$ cat src/rtl/cart_mem_arbiter_if.sv
// Signal bundle between the cartridge ROM arbiter, its three requesters
// (ROM download writer, gb1 cart, gb2 cart) and the single-port ROM store.
interface cart_mem_arbiter_if #(parameter int ADDR_W = 24);
  logic              dl_req;
  logic [ADDR_W-1:0] dl_addr;
  logic [15:0]       dl_data;
  logic              dl_ack;
  logic              gb1_req,  gb2_req;
  logic [ADDR_W-1:0] gb1_addr, gb2_addr;
  logic              gb1_ack,  gb2_ack;
  logic [15:0]       gb1_data, gb2_data;
  logic [ADDR_W-1:0] mem_addr;
  logic [15:0]       mem_din;
  logic              mem_we, mem_rd;
  logic [15:0]       mem_dout;
  logic              busy;

  modport slave (
    input  dl_req, dl_addr, dl_data, gb1_req, gb1_addr, gb2_req, gb2_addr, mem_dout,
    output dl_ack, gb1_ack, gb2_ack, gb1_data, gb2_data, mem_addr, mem_din, mem_we, mem_rd, busy
  );
  modport master (
    output dl_req, dl_addr, dl_data, gb1_req, gb1_addr, gb2_req, gb2_addr, mem_dout,
    input  dl_ack, gb1_ack, gb2_ack, gb1_data, gb2_data, mem_addr, mem_din, mem_we, mem_rd, busy
  );
endinterface

$ cat src/rtl/cart_mem_arbiter.sv
// Serialises download writes and gb1/gb2 cart reads onto one single-port ROM:
// download has fixed priority, the two carts share round-robin.
module cart_mem_arbiter #(
  parameter int ADDR_W = 24,
  parameter int RD_LAT = 2
) (
  input  logic          clk_sys,
  input  logic          reset_n,
  cart_mem_arbiter_if.slave bus
);
  typedef enum logic [1:0] {IDLE, ISSUE, WAIT, DONE} state_t;

  state_t            state, state_nxt;
  logic [1:0]        gb_req;
  logic [ADDR_W-1:0] gb_addr [2];
  logic              grant, sel_gb, cap;
  logic              gnt_dl, gnt_gb, last_gb;
  logic [2:0]        cnt;
  logic              dl_ack_q, mem_we_q, mem_rd_q;
  logic [ADDR_W-1:0] mem_addr_q;
  logic [15:0]       mem_din_q;
  logic              gb_ack_q  [2];
  logic [15:0]       gb_data_q [2];

  assign gb_req     = {bus.gb2_req, bus.gb1_req};
  assign gb_addr[0] = bus.gb1_addr;
  assign gb_addr[1] = bus.gb2_addr;
  assign grant      = bus.dl_req | (|gb_req);
  // On a tie the cart not served last wins; last_gb=1 means gb2 was last.
  assign sel_gb     = (&gb_req) ? ~last_gb : gb_req[1];
  assign cap        = (state == WAIT) && (cnt == 3'd0);

  always_comb begin
    state_nxt = state;
    case (state)
      IDLE:    if (grant) state_nxt = ISSUE;
      ISSUE:   state_nxt = gnt_dl ? DONE : WAIT;
      WAIT:    if (cnt == 3'd0) state_nxt = DONE;
      DONE:    state_nxt = IDLE;
      default: state_nxt = IDLE;
    endcase
  end

  always_ff @(posedge clk_sys or negedge reset_n) begin
    if (!reset_n) state <= IDLE;
    else          state <= state_nxt;
  end

  always_ff @(posedge clk_sys or negedge reset_n) begin
    if (!reset_n) begin
      gnt_dl     <= 1'b0;
      gnt_gb     <= 1'b0;
      last_gb    <= 1'b1;
      cnt        <= 3'd0;
      dl_ack_q   <= 1'b0;
      mem_we_q   <= 1'b0;
      mem_rd_q   <= 1'b0;
      mem_addr_q <= '0;
      mem_din_q  <= '0;
    end else begin
      mem_we_q <= 1'b0;
      mem_rd_q <= 1'b0;
      dl_ack_q <= 1'b0;
      case (state)
        IDLE: if (grant) begin
          gnt_dl   <= bus.dl_req;
          gnt_gb   <= sel_gb;
          mem_we_q <= bus.dl_req;
          mem_rd_q <= ~bus.dl_req;
          if (bus.dl_req) begin
            mem_addr_q <= bus.dl_addr;
            mem_din_q  <= bus.dl_data;
          end else begin
            mem_addr_q <= gb_addr[sel_gb];
            last_gb    <= sel_gb;
          end
        end
        ISSUE: begin
          cnt      <= 3'(RD_LAT - 1);
          dl_ack_q <= gnt_dl;
        end
        WAIT:    cnt <= cnt - 3'd1;
        default: ;
      endcase
    end
  end

  // Per-cart read-data register and ack, loaded in the capture cycle.
  for (genvar p = 0; p < 2; p++) begin : g_port
    always_ff @(posedge clk_sys or negedge reset_n) begin
      if (!reset_n) begin
        gb_ack_q[p]  <= 1'b0;
        gb_data_q[p] <= '0;
      end else begin
        gb_ack_q[p] <= cap && (gnt_gb == 1'(p));
        if (cap && (gnt_gb == 1'(p))) gb_data_q[p] <= bus.mem_dout;
      end
    end
  end

  assign bus.dl_ack   = dl_ack_q;
  assign bus.gb1_ack  = gb_ack_q[0];
  assign bus.gb2_ack  = gb_ack_q[1];
  assign bus.gb1_data = gb_data_q[0];
  assign bus.gb2_data = gb_data_q[1];
  assign bus.mem_addr = mem_addr_q;
  assign bus.mem_din  = mem_din_q;
  assign bus.mem_we   = mem_we_q;
  assign bus.mem_rd   = mem_rd_q;
  assign bus.busy     = (state != IDLE);
endmodule

$ cat src/flat_wrapper.sv
// flat-port wrapper written by rule: the top's interface ports become plain ports
module cart_mem_arbiter_flat 
#(
  parameter int ADDR_W = 24,
  parameter int RD_LAT = 2
)
  (clk_sys, reset_n, bus_dl_req, bus_dl_addr, bus_dl_data, bus_gb1_req, bus_gb1_addr, bus_gb2_req, bus_gb2_addr, bus_mem_dout, bus_dl_ack, bus_gb1_ack, bus_gb2_ack, bus_gb1_data, bus_gb2_data, bus_mem_addr, bus_mem_din, bus_mem_we, bus_mem_rd, bus_busy);
  cart_mem_arbiter_if #(.ADDR_W(ADDR_W)) bus_i ();
  input  logic clk_sys;
  input  logic reset_n;
  input wire logic [$bits(bus_i.dl_req)-1:0] bus_dl_req;
  input wire logic [$bits(bus_i.dl_addr)-1:0] bus_dl_addr;
  input wire logic [$bits(bus_i.dl_data)-1:0] bus_dl_data;
  input wire logic [$bits(bus_i.gb1_req)-1:0] bus_gb1_req;
  input wire logic [$bits(bus_i.gb1_addr)-1:0] bus_gb1_addr;
  input wire logic [$bits(bus_i.gb2_req)-1:0] bus_gb2_req;
  input wire logic [$bits(bus_i.gb2_addr)-1:0] bus_gb2_addr;
  input wire logic [$bits(bus_i.mem_dout)-1:0] bus_mem_dout;
  output wire logic [$bits(bus_i.dl_ack)-1:0] bus_dl_ack;
  output wire logic [$bits(bus_i.gb1_ack)-1:0] bus_gb1_ack;
  output wire logic [$bits(bus_i.gb2_ack)-1:0] bus_gb2_ack;
  output wire logic [$bits(bus_i.gb1_data)-1:0] bus_gb1_data;
  output wire logic [$bits(bus_i.gb2_data)-1:0] bus_gb2_data;
  output wire logic [$bits(bus_i.mem_addr)-1:0] bus_mem_addr;
  output wire logic [$bits(bus_i.mem_din)-1:0] bus_mem_din;
  output wire logic [$bits(bus_i.mem_we)-1:0] bus_mem_we;
  output wire logic [$bits(bus_i.mem_rd)-1:0] bus_mem_rd;
  output wire logic [$bits(bus_i.busy)-1:0] bus_busy;
  assign bus_i.dl_req = bus_dl_req;
  assign bus_i.dl_addr = bus_dl_addr;
  assign bus_i.dl_data = bus_dl_data;
  assign bus_i.gb1_req = bus_gb1_req;
  assign bus_i.gb1_addr = bus_gb1_addr;
  assign bus_i.gb2_req = bus_gb2_req;
  assign bus_i.gb2_addr = bus_gb2_addr;
  assign bus_i.mem_dout = bus_mem_dout;
  assign bus_dl_ack = bus_i.dl_ack;
  assign bus_gb1_ack = bus_i.gb1_ack;
  assign bus_gb2_ack = bus_i.gb2_ack;
  assign bus_gb1_data = bus_i.gb1_data;
  assign bus_gb2_data = bus_i.gb2_data;
  assign bus_mem_addr = bus_i.mem_addr;
  assign bus_mem_din = bus_i.mem_din;
  assign bus_mem_we = bus_i.mem_we;
  assign bus_mem_rd = bus_i.mem_rd;
  assign bus_busy = bus_i.busy;
  cart_mem_arbiter #(.ADDR_W(ADDR_W), .RD_LAT(RD_LAT)) u_core (.clk_sys(clk_sys), .reset_n(reset_n), .bus(bus_i));
endmodule
$ cat config.mk
export PLATFORM = sky130hd
export DESIGN_NAME = cart_mem_arbiter_flat
export DESIGN_NICKNAME = d
export VERILOG_FILES = /design/src/rtl/cart_mem_arbiter_if.sv /design/src/rtl/cart_mem_arbiter.sv /design/src/flat_wrapper.sv
export SDC_FILE = /design/constraint.sdc
export NUM_CORES = 1
export LEC_CHECK = 0
export CAP_MARGIN = 20
export CORE_MARGIN = 1.5
export CORE_UTILIZATION = 45
export DETAILED_ROUTE_END_ITERATION = 10
export HOLD_SLACK_MARGIN = 0.05
export PLACE_DENSITY = 0.9
export SLEW_MARGIN = 10
export SYNTH_ARGS = -nofsm -noshare
export SYNTH_HDL_FRONTEND = slang
export SYNTH_SLANG_ARGS = --single-unit
$ cat constraint.sdc
create_clock -name clk_sys -period 2.9 [get_ports clk_sys]
set_input_delay 0.87 -clock clk_sys [delete_from_list [all_inputs] [get_ports clk_sys]]
set_output_delay 0.87 -clock clk_sys [all_outputs]
set_load 0.05 [all_outputs]
; Word-level counts from Yosys, hierarchy flattened
; Cells that the tools add are included.
[word_totals]
ff_bits = 85
input_bits = 109
output_inout_bits = 78
word_cells = 54
[classes]
add_sub_neg = 1
order_cmp = 1
eq_ne = 5
n_mux = 15
bitwise = 5
n_reduce_logical = 13
[op_table]
columns = cell, count
row1 = $mux 24, 4
row2 = $pmux 2 s4, 1
row3 = $mux 1, 7
row4 = $pmux 3 s2, 1
row5 = $reduce_and 2->1, 3
row6 = $reduce_and 3->1, 2
row7 = $eq 2x2->1 const B, 2
row8 = $mux 2, 2
row9 = $reduce_bool 2->1, 2
row10 = $logic_and 1x1->1, 3
row11 = $logic_not 3->1, 1
row12 = $not 1->1, 3
row13 = $sub 3x1->3 const B, 1
row14 = $eq 2x1->1 const B, 1
row15 = $ge 2x2->1 const B, 1
row16 = $logic_not 2->1, 1
row17 = $ne 2x1->1 const B, 1
row18 = $ne 2x2->1 const B, 1
row19 = $not 1->2, 1
row20 = $reduce_or 2->1, 1
row21 = $or 1x1->1, 1

; Longest topological paths before layout
; Gate-level depths: netlist (run 1).
[depth]
depth_word = 7
mapped_depth = 8

; Least setup slack after synthesis (run 1)
; OpenSTA, ideal clock, no wires.
[synth_path]
kind = register to output
start = register u_core.state[0]
end = output port bus_busy
arrival_ns = 1.100
setup_slack_ns = 0.930
stages_incl_launch_ff = 5
cell_sequence = dfrtp_1 -> inv_1 -> ha_1 -> buf_2 -> inv_1
[synth_via]
elab_chain_len = 1
[synth_lines]
columns = item, line
row1 = "start, declared", cart_mem_arbiter.sv:13  ; state_t state, state_nxt;
row2 = "start signal, assigned", cart_mem_arbiter.sv:46  ; else state <= state_nxt;
row3 = $reduce_bool 2->1, cart_mem_arbiter.sv:110  ; assign bus.busy = (state != IDLE);
row4 = "end, declared", flat_wrapper.sv:28  ; output wire logic [$bits(bus_i.busy)-1:0] bus_busy;
; No other way between the ends.

; Final worst setup path (run 1)
; Same ends and word-level chain as after synthesis.

==> out/results.txt, run 1 <==
status - complete, no violations
Core Util, Final - 0.708
worst slew pin tran - 0.555 ns
most common flop cell mapped by yosys - dfrtp_1
Placer Congestion - 0.818
Final setup viols - 0
register area share after synthesis - 0.533
Syn Inst Count - 321
share of layout cells above drive strength 1 - 0.180
Clock transition at path regs - 0.08 ns
post-synth top area share - 0.527
IO Count - 187
RSZ-0062 raised after global routing - no
Final WS setup - 0.421 ns
hold path startpoint - u_core.bus.mem_addr[23]
Setup TNS - 0 ns
Lkg Pwr - 2.58 nW
initial antenna violation count - 0
Cell Area, Synth - 3990 sq um
area of the multi-input gates - 1710 sq um
Worst Hold Class - reg2reg
Synth Area per Inst - 12.4 sq um
Worst Skew - 0.0118 ns
most frequent cells after synthesis - 84 x dfrtp_1, 40 x nor3_1, 30 x mux2_2
maximum number of pins on one net before global-route repair - 49
final std cells w/o fill - 614
GRT overflow - 0
r2r setup slk - 1.04 ns
CP arrival - 1.61 ns
die area - 9440 sq um
hold violation total from the final report - 0
Yosys reg bits - 85
Antenna Cells - 0
TritonCTS clock tree - yes
top post-synthesis cells by area - dfrtp_1 53%, o41ai_2 8.6%, mux2_2 8.5%, mux2_1 5.6%, nor3_1 5.0%
DP Worst Slack - 0.253 ns
Switch Pwr - 3.64 mW
Worst Hold Depth - 2
CTS sink count - 85
Max Cap Viol - 0
Hold Slack - 0.486 ns
Slew headroom - 0.629
H-tree depth - 3
Port Buffer Count - 186
minimum clock period - 2.48 ns
Core ar. - 8640 sq um
number of flops mapped to enable cells by yosys - 0
reg-to-reg startpoint - u_core.cnt[0]
share of flip-flops with an asynchronous set or reset - 1.00
CTS buffer count - 9
CTS max path bufs - 2
wire length per cell - 18.3 um
row count - 34
DRT iter0 DRCs - 83
Root Driver - clkbuf_8
GR Util All Layers - 0.240
Tcrit/Tclk final - 0.855
crit end category - primary output
syn_nets - 437
most frequent cell after synthesis - dfrtp_1
Clock power frac - 0.114
Max IR drop VDD - 704 uV
die width - 97.2 um
cells on worst reg2reg path - 5
total wire length - 11.2 mm
peak fanout along the critical path - 7
Area Growth Syn to Fin - 53.2%
drc violations - 0
DR pass1 iterations - 4
Die H - 97.2 um
vias in the first global route - 3,584
area leader, netlist - dfrtp_1
Pwr Density - 1230 nW/um^2
CP Class - reg2out
cts hold-fix bufs - 0
Cells after DPL - 598
Hold EP - u_core.bus.mem_addr[23]
Initial Util - 0.462
Netlist cell types - 35
nets - 617
Post-DP Area - 5910 sq um
Internal Pwr Total - 3.86 mW
postcts setup bufs - 0
Worst R2R End - u_core.bus.gb2_data[13]
Layout fillers - 639
Logic pwr share - 0.606
total power - 7.51 mW
critical path startpoint category - register
Seq pwr share - 0.280
Final Max Tran Viols - 0
via density per instance - 5.41
post-CTS sizing - 0
Crit path required time - 2.03 ns
Final Instance Area - 6110 sq um
Net Sw Frac - 0.485
first-pass GRT wire length - 18.1 mm
FMAX - 403 MHz
routed vias - 3,322
Detailed Place HPWL - 8.17 mm
synthesis warning total - 0
Register Area - 2130 sq um
remaining antenna violation count - 0
clk_lat worst skew - 0.35 ns
## layer usage
metal / GRT usage / vias to the layer above / share of wire / routed length, um
met5: 0 / - / 0 / 0
li1: - / 1501 / - / -
met1: 0.272 / 1636 / 0.37 / 4200
met4: 0.0792 / 0 / 0.019 / 218
met2: 0.432 / 166 / 0.52 / 5780
met3: 0.0705 / 19 / 0.090 / 1010
## power by group through the flow
stage	Sequential, mW	Combinational, mW	Clock (mW)
after floorplan	3.93	1.18	0
after global placement	2.07	4.45	0
after detailed placement	2.12	4.56	0
after CTS	2.10	4.58	0.880
after global routing	2.17	4.73	0.921
final	2.10	4.55	0.857
## layout by cell type, fill, tap and decap left out, drive strengths merged
cell	n
o21ai	3
nor2b	1
o221ai	1
a211oi	1
o31ai	1
o21a	1
and2	1
o41ai	24
ha	7
a2bb2oi	1
clkbuf	10
buf	7
clkinvlp	1
nor2	26
inv	11
nand3	2
nand2	29
clkdlybuf4s50	183
a21bo	1
dfrtp	84
nand3b	3
dfstp	1
clkinv	3
mux2	50
a21oi	1
nor3	50
bufinv	1
a21boi	2
## cell families after synthesis
kind of cell             count (synthesis)  synth area share
AO/OA/AOI/OAI                           36             0.119
adder cells (fa/ha/maj)                  7            0.0219
buffers and inverters                   31            0.0411
flip-flops                              85             0.533
multiplexers                            50             0.141
AND/OR/NAND/NOR                        112             0.143
## sequential cells by signal (all words and copies together), names as in the netlist, 2 cells and up
register,count
u_core.bus.gb2_data,16
u_core.bus.mem_addr,24
u_core.bus.mem_din,16
u_core.cnt,3
u_core.state,2
u_core.bus.gb1_data,16
## cell type report
type                    count  share of cell area
clock inverters             6              0.0119
clock buffers              10              0.0209
well taps                 108              0.0221
flip-flops and latches     85               0.348
inverters                  10             0.00614
repair buffers            190               0.312
multi-input cells         205               0.279
## worst max-delay path by stage
| stage | from | to | slack [ns] | depth (start not counted) |
|---|---|---|---|---|
| after floorplan | u_core.state[0] | bus_busy | 0.93 | 4 |
| after global placement | bus_gb1_req | u_core.bus.mem_addr[19] | 0.39 | 4 |
| after detailed placement | bus_gb1_req | u_core.bus.mem_addr[16] | 0.25 | 4 |
| after CTS | u_core.state[0] | bus_busy | 0.42 | 4 |
| after global routing | u_core.state[0] | bus_busy | 0.34 | 4 |
| final | u_core.state[0] | bus_busy | 0.42 | 4 |
## worst max-delay path: stages, from the launching register on
cell and delay (ns):
dfrtp_1 0.41, inv_1 0.16, ha_1 0.38, inv_1 0.11
buf_4 0.21
No activity file was read; power rests on OpenSTA's default activity.
==> run 2, diff against run 1 <==
--- a/config.mk
+++ b/config.mk
@@ -6,4 +6,5 @@
 export NUM_CORES = 1
 export LEC_CHECK = 0
+export ABC_AREA = 1
 export CAP_MARGIN = 20
 export CORE_MARGIN = 1.5
@@ -12,4 +13,5 @@
 export HOLD_SLACK_MARGIN = 0.05
 export PLACE_DENSITY = 0.9
+export RECOVER_POWER = 100
 export SLEW_MARGIN = 10
 export SYNTH_ARGS = -nofsm -noshare
==> constraint.sdc (replaced) <==
create_clock -name clk_sys -period 2.9 [get_ports clk_sys]
set_input_delay 0.29 -clock clk_sys [delete_from_list [all_inputs] [get_ports clk_sys]]
set_output_delay 0.29 -clock clk_sys [all_outputs]
set_load 0.05 [all_outputs]
==> out/results.txt, run 2 <==
status - complete, but fails checks
failing checks - capacitance limit, slew limit
GR Util All Layers - 0.253
CP arrival - 2.78 ns
most common flop cell mapped by yosys - dfrtp_1
DRT iter0 DRCs - 228
IO Count - 187
Clock transition at path regs - 0.08 ns
peak fanout along the critical path - 27
Port Buffer Count - 186
Post-DP Area - 5820 sq um
CTS buffer count - 9
Root Driver - clkbuf_8
Die H - 97.0 um
Synth Area per Inst - 8.15 sq um
drc violations - 0
total wire length - 11.5 mm
Initial Util - 0.461
CTS max path bufs - 2
syn_nets - 604
Netlist cell types - 22
CP Class - in2reg
cells on worst reg2reg path - 4
routed vias - 3,890
most frequent cells after synthesis - 229 x nand2_1, 84 x dfrtp_1, 53 x nand3_1
share of flip-flops with an asynchronous set or reset - 1.00
slowest CP cell - o21ai_1
crit end category - register
Crit path required time - 3.18 ns
CTS sink count - 85
die area - 9410 sq um
Lkg Pwr - 3.11 nW
area leader, netlist - dfrtp_1
most used cell, CP - nand2_1
Final setup viols - 0
Final Instance Area - 6020 sq um
remaining antenna violation count - 0
synthesis warning total - 0
Area Growth Syn to Fin - 51.3%
Worst Skew - 0.00796 ns
register area share after synthesis - 0.535
share of layout cells above drive strength 1 - 0.0537
vias in the first global route - 3,976
nets - 781
most frequent cell after synthesis - nand2_1
wire length per cell - 14.8 um
clk_lat worst skew - 0.34 ns
Max Cap Viol - 2
Placer Congestion - 0.850
post-CTS sizing - 0
initial antenna violation count - 0
H-tree depth - 3
Final Max Tran Viols - 56
Worst Hold Class - in2reg
minimum clock period - 2.50 ns
total power - 7.03 mW
post-synth top area share - 0.528
Pwr Density - 1170 nW/um^2
critical path startpoint category - primary input
TritonCTS clock tree - yes
Layout fillers - 648
worst path cell trace - dlygate4sd3_1 -> inv_2 -> nand2_4 -> o21ai_1 -> nand2_1 -> nand2_1
postcts setup bufs - 0
Slew headroom - -0.228
number of flops mapped to enable cells by yosys - 0
Setup TNS - 0 ns
hold violation total from the final report - 0
Tcrit/Tclk final - 0.863
Worst Hold Depth - 3
Detailed Place HPWL - 8.45 mm
Largest register FFs - 24
Syn Inst Count - 488
Cell Area, Synth - 3980 sq um
row count - 34
GRT overflow - 0
maximum number of pins on one net before global-route repair - 86
first-pass GRT wire length - 19.1 mm
most common cell after layout, fill and taps aside - nand2_1
top post-synthesis cells by area - dfrtp_1 53%, nand2_1 22%, nand3_1 6.7%, o21ai_0 4.5%, inv_1 2.8%
FMAX - 400 MHz
RSZ-0062 raised after global routing - no
Yosys reg bits - 85
Antenna Cells - 0
via density per instance - 5.00
die width - 97.0 um
most frequent cells in the layout - 229 x nand2_1, 106 x clkdlybuf4s50_1, 84 x dfrtp_1
Max IR drop VDD - 725 uV
Core ar. - 8640 sq um
DR pass1 iterations - 5
worst slew pin tran - 1.83 ns
Max stage delay on crit path - 1.36 ns
==> run 2: cell count changes in the layout (fill, tap and decap cells not counted), moves of 21 or more <==
cell             delta
clkdlybuf4s50_1    -77
dlygate4sd3_1      +80
inv_1              +21
mux2_2             -30
nand2_1           +201
nand3_1            +53
nor2_1             -24
nor3_1             -40
o21ai_0            +35
o41ai_2            -21
==> run 2: where the power goes <==
| group | internal, mW | switching [mW] | leakage [nW] |
|---|---|---|---|
| logic | 1.21 | 2.93 | 1.96 |
| registers | 1.75 | 0.305 | 1.05 |
| clock network | 0.401 | 0.434 | 0.0996 |
| total | 3.36 | 3.67 | 3.11 |
==> run 2: kinds of logic (layout without fill, tap and decap cells) <==
family	Yosys count	after routing	synth area share
buf+inv	58	240	0.0768
fa+ha+maj	7	7	0.0220
simple gates	299	299	0.314
compound gates	39	39	0.0522
flops	85	85	0.535
==> run 2: routing by layer <==
metal | global-route usage | part of all wire | vias to the layer above
li1 | - | - | 1872
met1 | 0.293 | 0.39 | 1842
met2 | 0.450 | 0.53 | 133
met3 | 0.0426 | 0.043 | 43
met4 | 0.132 | 0.043 | 0
met5 | 0 | 0 | -
==> run 2: stage by stage <==
stage                     hold slack (ns)   util  setup slack [ns]  instances
after floorplan                  -0.00559      -              1.47        488
after global placement              0.461  0.673             0.913        760
after detailed placement            0.464  0.673             0.795        760
after CTS                           0.155  0.696             0.472        776
after global routing                0.478  0.697             0.180        778
final                               0.472  0.697             0.397        778
==> run 2: final cells by class <==
cell class / count / area, sq um / share of cell area
inverters: 33 / 124 / 0.0206
flip-flops and latches: 85 / 2130 / 0.354
clock buffers: 9 / 124 / 0.0206
repair buffers: 191 / 1910 / 0.318
well taps: 108 / 135 / 0.0225
clock inverters: 7 / 73.8 / 0.0123
multi-input cells: 345 / 1520 / 0.253
==> run 2: final timing paths <==
| kind | start | end | slack, ns |
|---|---|---|---|
| min in group asynchronous | reset_n | u_core.bus.mem_addr[16] | 0.89 |
| hold reg to reg | u_core.bus.mem_addr[21] | u_core.bus.mem_addr[21] | 0.48 |
| setup reg to reg | u_core.state[0] | u_core.last_gb | 0.62 |
| hold / removal | bus_dl_data[2] | u_core.bus.mem_din[2] | 0.47 |
| setup / recovery | bus_gb2_req | u_core.bus.mem_addr[16] | 0.40 |
| max in group asynchronous | reset_n | u_core.last_gb | 1.00 |
==> run 2: repair_timing <==
item	CTS	global route
hold buffers	0	1
endpoints found under the setup margin	0	0
hold endpoints to repair	0	27
==> run 2: critical path: cells and delay by family <==
family | cells | cell delay, ns
AOI/OAI and AO/OA | 1 | 1.36
buffers and inverters | 2 | 0.73
and+or+nand+nor | 3 | 0.39
